## src/rtl/counter_table_ctrl.sv

```systemverilog
// Request-side read-modify-write controller and decay pulse generator for a 256 x 3-bit counter table.
// Latency: handshake at A, table read at A+1, write-back at A+2, response pulse at A+3 (one op per 3 cycles).
// Backpressure: ReqReady is high only in IDLE with no decay pending, so a pending decay holds off new requests.
//
// Ports:
//   Clk, Rest                      clock, synchronous active-low reset
//   ReqValid/ReqReady/ReqAddr/
//   ReqOp/ReqVal                   request handshake (op: 0 inc, 1 dec, 2 set, 3 read)
//   RspValid/RspOld/RspNew         one-cycle response with before/after counter values
//   DecayEn, DecayForce            periodic decay timer enable, immediate decay request
//   Atten, Addr, Wen, Din, Dout    counter table side (Dout is registered read data)
module counter_table_ctrl #(
  parameter int DECAY_PERIOD = 1024
) (
  input  logic       Clk,
  input  logic       Rest,
  input  logic       ReqValid,
  output logic       ReqReady,
  input  logic [7:0] ReqAddr,
  input  logic [1:0] ReqOp,
  input  logic [2:0] ReqVal,
  output logic       RspValid,
  output logic [2:0] RspOld,
  output logic [2:0] RspNew,
  input  logic       DecayEn,
  input  logic       DecayForce,
  output logic       Atten,
  output logic [7:0] Addr,
  input  logic [2:0] Dout,
  output logic       Wen,
  output logic [2:0] Din
);

  localparam logic [1:0] S_IDLE  = 2'd0;
  localparam logic [1:0] S_RD    = 2'd1;
  localparam logic [1:0] S_WR    = 2'd2;
  localparam logic [1:0] S_DECAY = 2'd3;

  localparam logic [1:0] OP_INC  = 2'd0;
  localparam logic [1:0] OP_DEC  = 2'd1;
  localparam logic [1:0] OP_SET  = 2'd2;
  localparam logic [1:0] OP_READ = 2'd3;

  localparam logic [15:0] TIMER_LAST = 16'(DECAY_PERIOD - 1);

  logic [1:0]  state_q, state_d;
  logic        pend_q, pend_d;
  logic [15:0] timer_q, timer_d;
  logic [7:0]  addr_q, addr_d;
  logic [1:0]  op_q, op_d;
  logic [2:0]  val_q, val_d;
  logic        rsp_vld_q, rsp_vld_d;
  logic [2:0]  rsp_old_q, rsp_old_d;
  logic [2:0]  rsp_new_q, rsp_new_d;

  logic        hs;
  logic        timer_wrap;
  logic [2:0]  new_val;

  assign ReqReady = (state_q == S_IDLE) && !pend_q && Rest;
  assign hs       = ReqValid && ReqReady;

  // Saturating update of the value returned by the table.
  always_comb begin
    new_val = Dout;
    case (op_q)
      OP_INC:  new_val = (Dout == 3'd7) ? 3'd7 : Dout + 3'd1;
      OP_DEC:  new_val = (Dout == 3'd0) ? 3'd0 : Dout - 3'd1;
      OP_SET:  new_val = val_q;
      default: new_val = Dout;
    endcase
  end

  // Free-running decay timer; DecayEn low freezes it without clearing.
  always_comb begin
    timer_d    = timer_q;
    timer_wrap = 1'b0;
    if (DecayEn) begin
      if (timer_q == TIMER_LAST) begin
        timer_d    = 16'd0;
        timer_wrap = 1'b1;
      end else begin
        timer_d = timer_q + 16'd1;
      end
    end
  end

  // A new decay event in the DECAY cycle itself is kept, so it is not lost
  // behind the pulse being issued; repeated events before service collapse.
  always_comb begin
    pend_d = pend_q;
    if (state_q == S_DECAY) pend_d = 1'b0;
    if (timer_wrap || DecayForce) pend_d = 1'b1;
  end

  always_comb begin
    state_d = state_q;
    case (state_q)
      S_IDLE: begin
        if (pend_q)  state_d = S_DECAY;
        else if (hs) state_d = S_RD;
      end
      S_RD:    state_d = S_WR;
      S_WR:    state_d = S_IDLE;
      default: state_d = S_IDLE;
    endcase
  end

  always_comb begin
    addr_d = addr_q;
    op_d   = op_q;
    val_d  = val_q;
    if (hs) begin
      addr_d = ReqAddr;
      op_d   = ReqOp;
      val_d  = ReqVal;
    end
  end

  always_comb begin
    rsp_vld_d = (state_q == S_WR);
    rsp_old_d = rsp_old_q;
    rsp_new_d = rsp_new_q;
    if (state_q == S_WR) begin
      rsp_old_d = Dout;
      rsp_new_d = new_val;
    end
  end

  // Table-side outputs are gated by Rest so an op caught by reset issues no write.
  always_comb begin
    Atten = Rest && (state_q == S_DECAY);
    Addr  = (Rest && ((state_q == S_RD) || (state_q == S_WR))) ? addr_q : 8'd0;
    Wen   = Rest && (state_q == S_WR) && (op_q != OP_READ);
    Din   = Wen ? new_val : 3'd0;
  end

  assign RspValid = rsp_vld_q;
  assign RspOld   = rsp_old_q;
  assign RspNew   = rsp_new_q;

  always_ff @(posedge Clk) begin
    if (!Rest) begin
      state_q   <= S_IDLE;
      pend_q    <= 1'b0;
      timer_q   <= 16'd0;
      addr_q    <= 8'd0;
      op_q      <= 2'd0;
      val_q     <= 3'd0;
      rsp_vld_q <= 1'b0;
      rsp_old_q <= 3'd0;
      rsp_new_q <= 3'd0;
    end else begin
      state_q   <= state_d;
      pend_q    <= pend_d;
      timer_q   <= timer_d;
      addr_q    <= addr_d;
      op_q      <= op_d;
      val_q     <= val_d;
      rsp_vld_q <= rsp_vld_d;
      rsp_old_q <= rsp_old_d;
      rsp_new_q <= rsp_new_d;
    end
  end

endmodule

```

## config.mk

```make
export PLATFORM = sky130hd
export DESIGN_NAME = counter_table_ctrl
export DESIGN_NICKNAME = d
export VERILOG_FILES = /design/src/rtl/counter_table_ctrl.sv
export SDC_FILE = /design/constraint.sdc
export NUM_CORES = 1
export LEC_CHECK = 0
export CAP_MARGIN = 15
export CORE_MARGIN = 3
export CORE_UTILIZATION = 54
export DETAILED_ROUTE_END_ITERATION = 16
export PLACE_DENSITY_LB_ADDON = 0.15
export RECOVER_POWER = 50
export REMOVE_ABC_BUFFERS = 1
export SYNTH_ARGS = -nofsm -noshare
export SYNTH_HDL_FRONTEND = slang
export SYNTH_SLANG_ARGS = --single-unit
```

## constraint.sdc

```tcl
create_clock -name Clk -period 2.6 [get_ports Clk]
set_input_delay 0.52 -clock Clk [delete_from_list [all_inputs] [get_ports Clk]]
set_output_delay 0.52 -clock Clk [all_outputs]
set_load 0.005 [all_outputs]
```

Word level (Yosys, flattened, before mapping)

Cells that the tools add are included.

Add/sub/neg operators: 3
$mul: 0
Div/mod/pow operators: 0
Magnitude comparators: 0
Equal/unequal tests: 9
Shift operators: 0
Mux-type cells: 13
Bitwise operators: 0
Reductions and logical operators: 14

Operators with widths:

| kind                                                                     | number |
|---|---|
| 16-bit by 1-bit adder with 16-bit output (second input constant)         | 1 |
| 16-bit by 10-bit equality test with 1-bit output (second input constant) | 1 |
| 16-bit two-way mux                                                       | 1 |
| 3-bit two-way mux                                                        | 3 |
| 3-bit case mux with 3 select lines                                       | 1 |
| 8-bit two-way mux                                                        | 1 |
| 1-bit logical AND                                                        | 7 |
| 2-bit equality test (second input constant)                              | 3 |
| 2-bit by 1-bit equality test with 1-bit output (second input constant)   | 2 |
| 2-bit logical NOT                                                        | 2 |
| 1-bit two-way mux                                                        | 4 |
| 2-bit two-way mux                                                        | 2 |
| 2-bit case mux with 2 select lines                                       | 1 |
| 3-bit by 1-bit adder with 3-bit output (second input constant)           | 1 |
| 3-bit equality test (second input constant)                              | 1 |
| 3-bit logical NOT                                                        | 1 |
| 3-bit inequality test (second input constant)                            | 1 |
| 3-bit by 1-bit subtractor with 3-bit output (second input constant)      | 1 |
| 1-bit logical OR                                                         | 2 |
| 2-bit inequality test (second input constant)                            | 1 |
| 2-bit nonzero test                                                       | 1 |
| 1-bit logical NOT                                                        | 1 |

Bits in registers: 39
Bits in latches: 0
RAM bits: 0
Memory bits (read-only): 0
Bits of input ports: 21
Output and inout port bits: 21
Memories: 0

Depth between registers and ports, before layout

Depth after elaboration: 7
Gate-level depth with buffers: 8

Worst setup path before layout

No wires, ideal clock.

Path type: input to output
Start: input port Dout[0]
End: output port Din[0]
Arrival: 1315 ps
Required time: 2080 ps
Setup slack: 765 ps
Stages on the path: 6
Buffers on the path: 0
Cells stage by stage: inv_1 -> ha_1 -> ha_1 -> nand2_1 -> a21oi_1 -> a211oi_1

Cells in the longest elaborated chain, start to end: 4
Elaborated cells on any way between the ends: 8
Those cells by class: add/sub: 2; eq/ne: 1; mux: 4; reduce/logical: 1

RTL lines:

| what                                                                | line   | RTL |
|---|---|---|
| start: declaration                                                  | 29     | `input logic [2:0] Dout,` |
| 3-bit by 1-bit subtractor with 3-bit output (tied with other cells) | 68     | `OP_DEC: new_val = (Dout == 3'd0) ? 3'd0 : Dout - 3'd1;` |
| 3-bit two-way mux (on tied branches)                                | 68, 67 |  |
| 3-bit case mux with 3 select lines *                                | 66     | `case (op_q)` |
| 3-bit two-way mux *                                                 | 135    | `Din = Wen ? new_val : 3'd0;` |
| end: declaration                                                    | 31     | `output logic [2:0] Din` |

Every way passes the cells marked *; elsewhere a longest branch is shown, timed or not.

Worst setup path after layout

Start: input port Rest
End: output port Addr[6]

Cells in the longest elaborated chain, start to end: 2

RTL lines:

| what               | line | RTL |
|---|---|---|
| start: declaration | 16   | `input logic Rest,` |
| 1-bit logical AND  | 133  | `Addr = (Rest && ((state_q == S_RD) \|\| (state_q == S_WR))) ? addr_q : 8'd0;` |
| 8-bit two-way mux  | 133  |  |
| end: declaration   | 28   | `output logic [7:0] Addr,` |

Every way passes these cells.

==> key figures <==
Timing
  • Clock Skew: 20.4 ps
  • Final worst slack: about 110 ps
  • TNS Setup: 0 ps
  • Hold Vio Cnt, Final: 0
  • Final worst path period share: 95.9%
  • Final Setup Violations: 0
  • Fin. max-slew vios: 0
  • Crit path time final: about 2500 ps
  • Slew @ Worst Pin: about 900 ps
  • Normalized max-slew margin: between 40% and 50%
  • Unrepaired setup endpoints after global routing: no
  • Hold WS: between 400 and 500 ps
  • Max Fclk: between 0.4 and 0.5 GHz

Critical path
  • Cell Chain, Critical Path: clkdlybuf4s50_1 > buf_4 > and3_1 > clkdlybuf4s50_1
  • Launching point of the worst reg2reg path: state_q[0]
  • CP required: approximately 2100 ps
  • CP dominant cell by count: clkdlybuf4s50_1
  • CP max stage delay: approximately 500 ps
  • Worst-path maximum fanout: 23
  • Register-to-Register Path Depth: 6
  • Element type at the critical path start: input pin
  • Critical path class: in2out
  • R2r endpoint: addr_q[7]
  • Critical Path Slowest Stage Cell: clkdlybuf4s50_1
  • WP data arrival: approximately 2000 ps
  • Reg-to-reg slack, setup: ~630 ps
  • Crit. End Element: primary output

Hold path
  • Hold_sp: addr_q[2]
  • Hold Path Cell Cnt: 2
  • Worst hold path type: reg2reg
  • Hold worst-path end: addr_q[2]

Logic synthesis
  • #FFs+latches synth: 39
  • Synth Instances: between 200 and 250
  • Sequential share of the synthesized area: around two fifths
  • Mean Syn Cell Area: a little over 8 sq um
  • YS warnings: 0
  • Top cells by area, synth: dfxtp_1, nand2_1, ha_1
  • Post-Syn Area: approximately 1900 sq um
  • Top cell type's share of synthesized area: about two fifths
  • Cell variety after synth: 33
  • Post-synth top area cell: dfxtp_1

Clocking
  • CTS Buf Count: 5
  • CTS root buf: clkbuf_4
  • CTS tree: done
  • Clk Latency, worst-skew pair: roughly 360 ps
  • CTS Hold Bufs: 0
  • Worst-path clk slew: approximately 130 ps
  • Clock Path Buffers: 2
  • Clock Sink Count: 39
  • # H-tree levels: 2

Final layout
  • Register area: approximately 800 sq um
  • Multi-input logic area: around 1000 sq um
  • Synth-to-Final Area Change: 33.2%
  • ANT cells: 0
  • Share of cells above drive strength 1: 10.6%
  • Final #Nets: roughly 310
  • Final Core Density: between 70% and 80%
  • Fill cell count: around 250

Floorplan
  • Starting Density: just under 60%
  • Cell row count: 20
  • I/O pin cnt: 42
  • Core box area: 3200 sq um
  • Die area: 4290 sq um
  • Die H: 65.5 um
  • Die X: 65.5 um

Detailed routing
  • Vias/cell: approximately 5
  • Vias post-DR: 1684
  • DRT iter0 DRCs: 82
  • # DRC: 0
  • Initial DRT Pass Iterations: 4
  • Wire per inst: 13.1 um
  • Final WL: 4.28 mm
  • Detail Route Antenna Nets: 0

Global routing
  • Largest net degree at the start of global routing: 27
  • Vias in the first global route: 1656
  • GRT overflow: 0
  • Total global-route track usage: about 22%
  • First-pass GRT wire length: 7.36 mm
  • Antenna violations before repair: 0

Run status
  • Status: finished clean

Place
  • Worst slack, placed: -355 ps
  • Port bufs: between 40 and 50
  • RePlAce Congestion: between 0.8 and 0.9
  • Detailed Place HPWL: a little over 3 mm

Job
  • Max-Cap Viols: 0

Power and ir drop
  • Pleak: 1.05 nW
  • Peak supply drop: approximately 0.5 mV
  • Power density over the cells: about 570 nW/um^2
## cell families (layout without fill, tap and decap cells)
kind of cell,count (synthesis),after routing,share of synthesized area [%]
AND/OR/NAND/NOR,111,111,29.0
adder cells (fa/ha/maj),10,10,6.54
flip-flops,39,39,40.8
XOR/XNOR,14,14,6.41
multiplexers,6,6,3.14
buffers and inverters,25,75,5.10
AO/OA/AOI/OAI,29,29,8.97
## cells in the final DEF (no fill, tap or decap), drive strengths merged, types with 2 or more instances in the layout
cell type	count
a21oi	5
and2	3
and3	10
and4	2
buf	14
bufinv	2
clkbuf	6
clkdlybuf4s50	27
dfxtp	39
dlygate4sd2	5
dlygate4sd3	8
ha	10
inv	11
mux2i	6
nand2	39
nand2b	2
nand3	4
nand3b	4
nand4	8
nor2	21
nor2b	6
nor3	3
nor3b	2
nor4	4
o21ai	17
o31ai	3
xnor2	8
xor2	6
## worst max-delay path, delay by kind of cell
family                 cells  cell delay [ps]
and+or+nand+nor            1              200
buffers and inverters      3             1250
## where the power goes
group	leakage (nW)	internal, mW	switching [mW]
Combinational	0.677	0.156	0.129
Sequential	0.318	0.640	0.0314
Clock	0.0514	0.299	0.209
Total	1.05	1.09	0.369
## what timing repair did
item | in CTS | in global routing
gates resized for setup | 10 | 4
pin swaps | 1 | 0
endpoints found under the setup margin | 3 | 10
setup buffers | 1 | 0
## worst max-delay path by stage
stage / slack (ps) / end / cells past startpoint / start
3_5_place_dp: -350 / Din[2] / 10 / Dout[0]
4_1_cts: 50 / Addr[6] / 4 / state_q[1]
5_1_grt: 7 / Addr[6] / 4 / state_q[0]
2_1_floorplan: 770 / Din[0] / 6 / Dout[0]
3_3_place_gp: -330 / Din[0] / 8 / Dout[0]
6_report: 110 / Addr[6] / 4 / Rest
## flip-flops by register name (all words and copies together), names as in the netlist
signal and count:
val_q 3, timer_q 16, RspNew 3, RspValid 1
RspOld 3, state_q 2, pend_q 1, op_q 2
addr_q 8
## metal layers
layer	global-route usage, %	part of all wire, %
met5	0	0
met4	6.22	1.2
met3	8.21	5.3
met2	38.9	49
met1	25.9	44
## metrics by stage
step                total power [mW]  cell area (sq um)  cells
finish                          1.46               2550    328
global route                    1.54               2550    328
CTS                             1.48               2550    328
detailed placement             0.966               2430    319
global placement               0.955               2430    319
floorplan                      0.808               1860    220
## cell usage after synthesis (all sizes together)
master,n
o221a,1
nor4,4
nand3,4
nor2,21
o31ai,3
or3,1
and4,2
inv,11
clkbuf,11
nor3,3
and3,10
buf,3
nand4,8
and2,3
ha,10
nand2b,2
dfxtp,39
nand2,39
and3b,1
or4,1
xor2,6
xnor2,8
nor3b,2
o21ai,17
nor2b,6
a211oi,1
nand3b,4
a21oi,5
o22ai,1
mux2i,6
o31a,1
## final cells by class
cell class	instances	area share [%]
inverters	11	1.62
flip-flops and latches	39	30.7
well taps	44	2.16
multi-input cells	170	41.1
clock buffers	5	1.47
repair buffers	56	20.2
clock inverters	3	2.65
No activity file was read; power rests on OpenSTA's default activity.
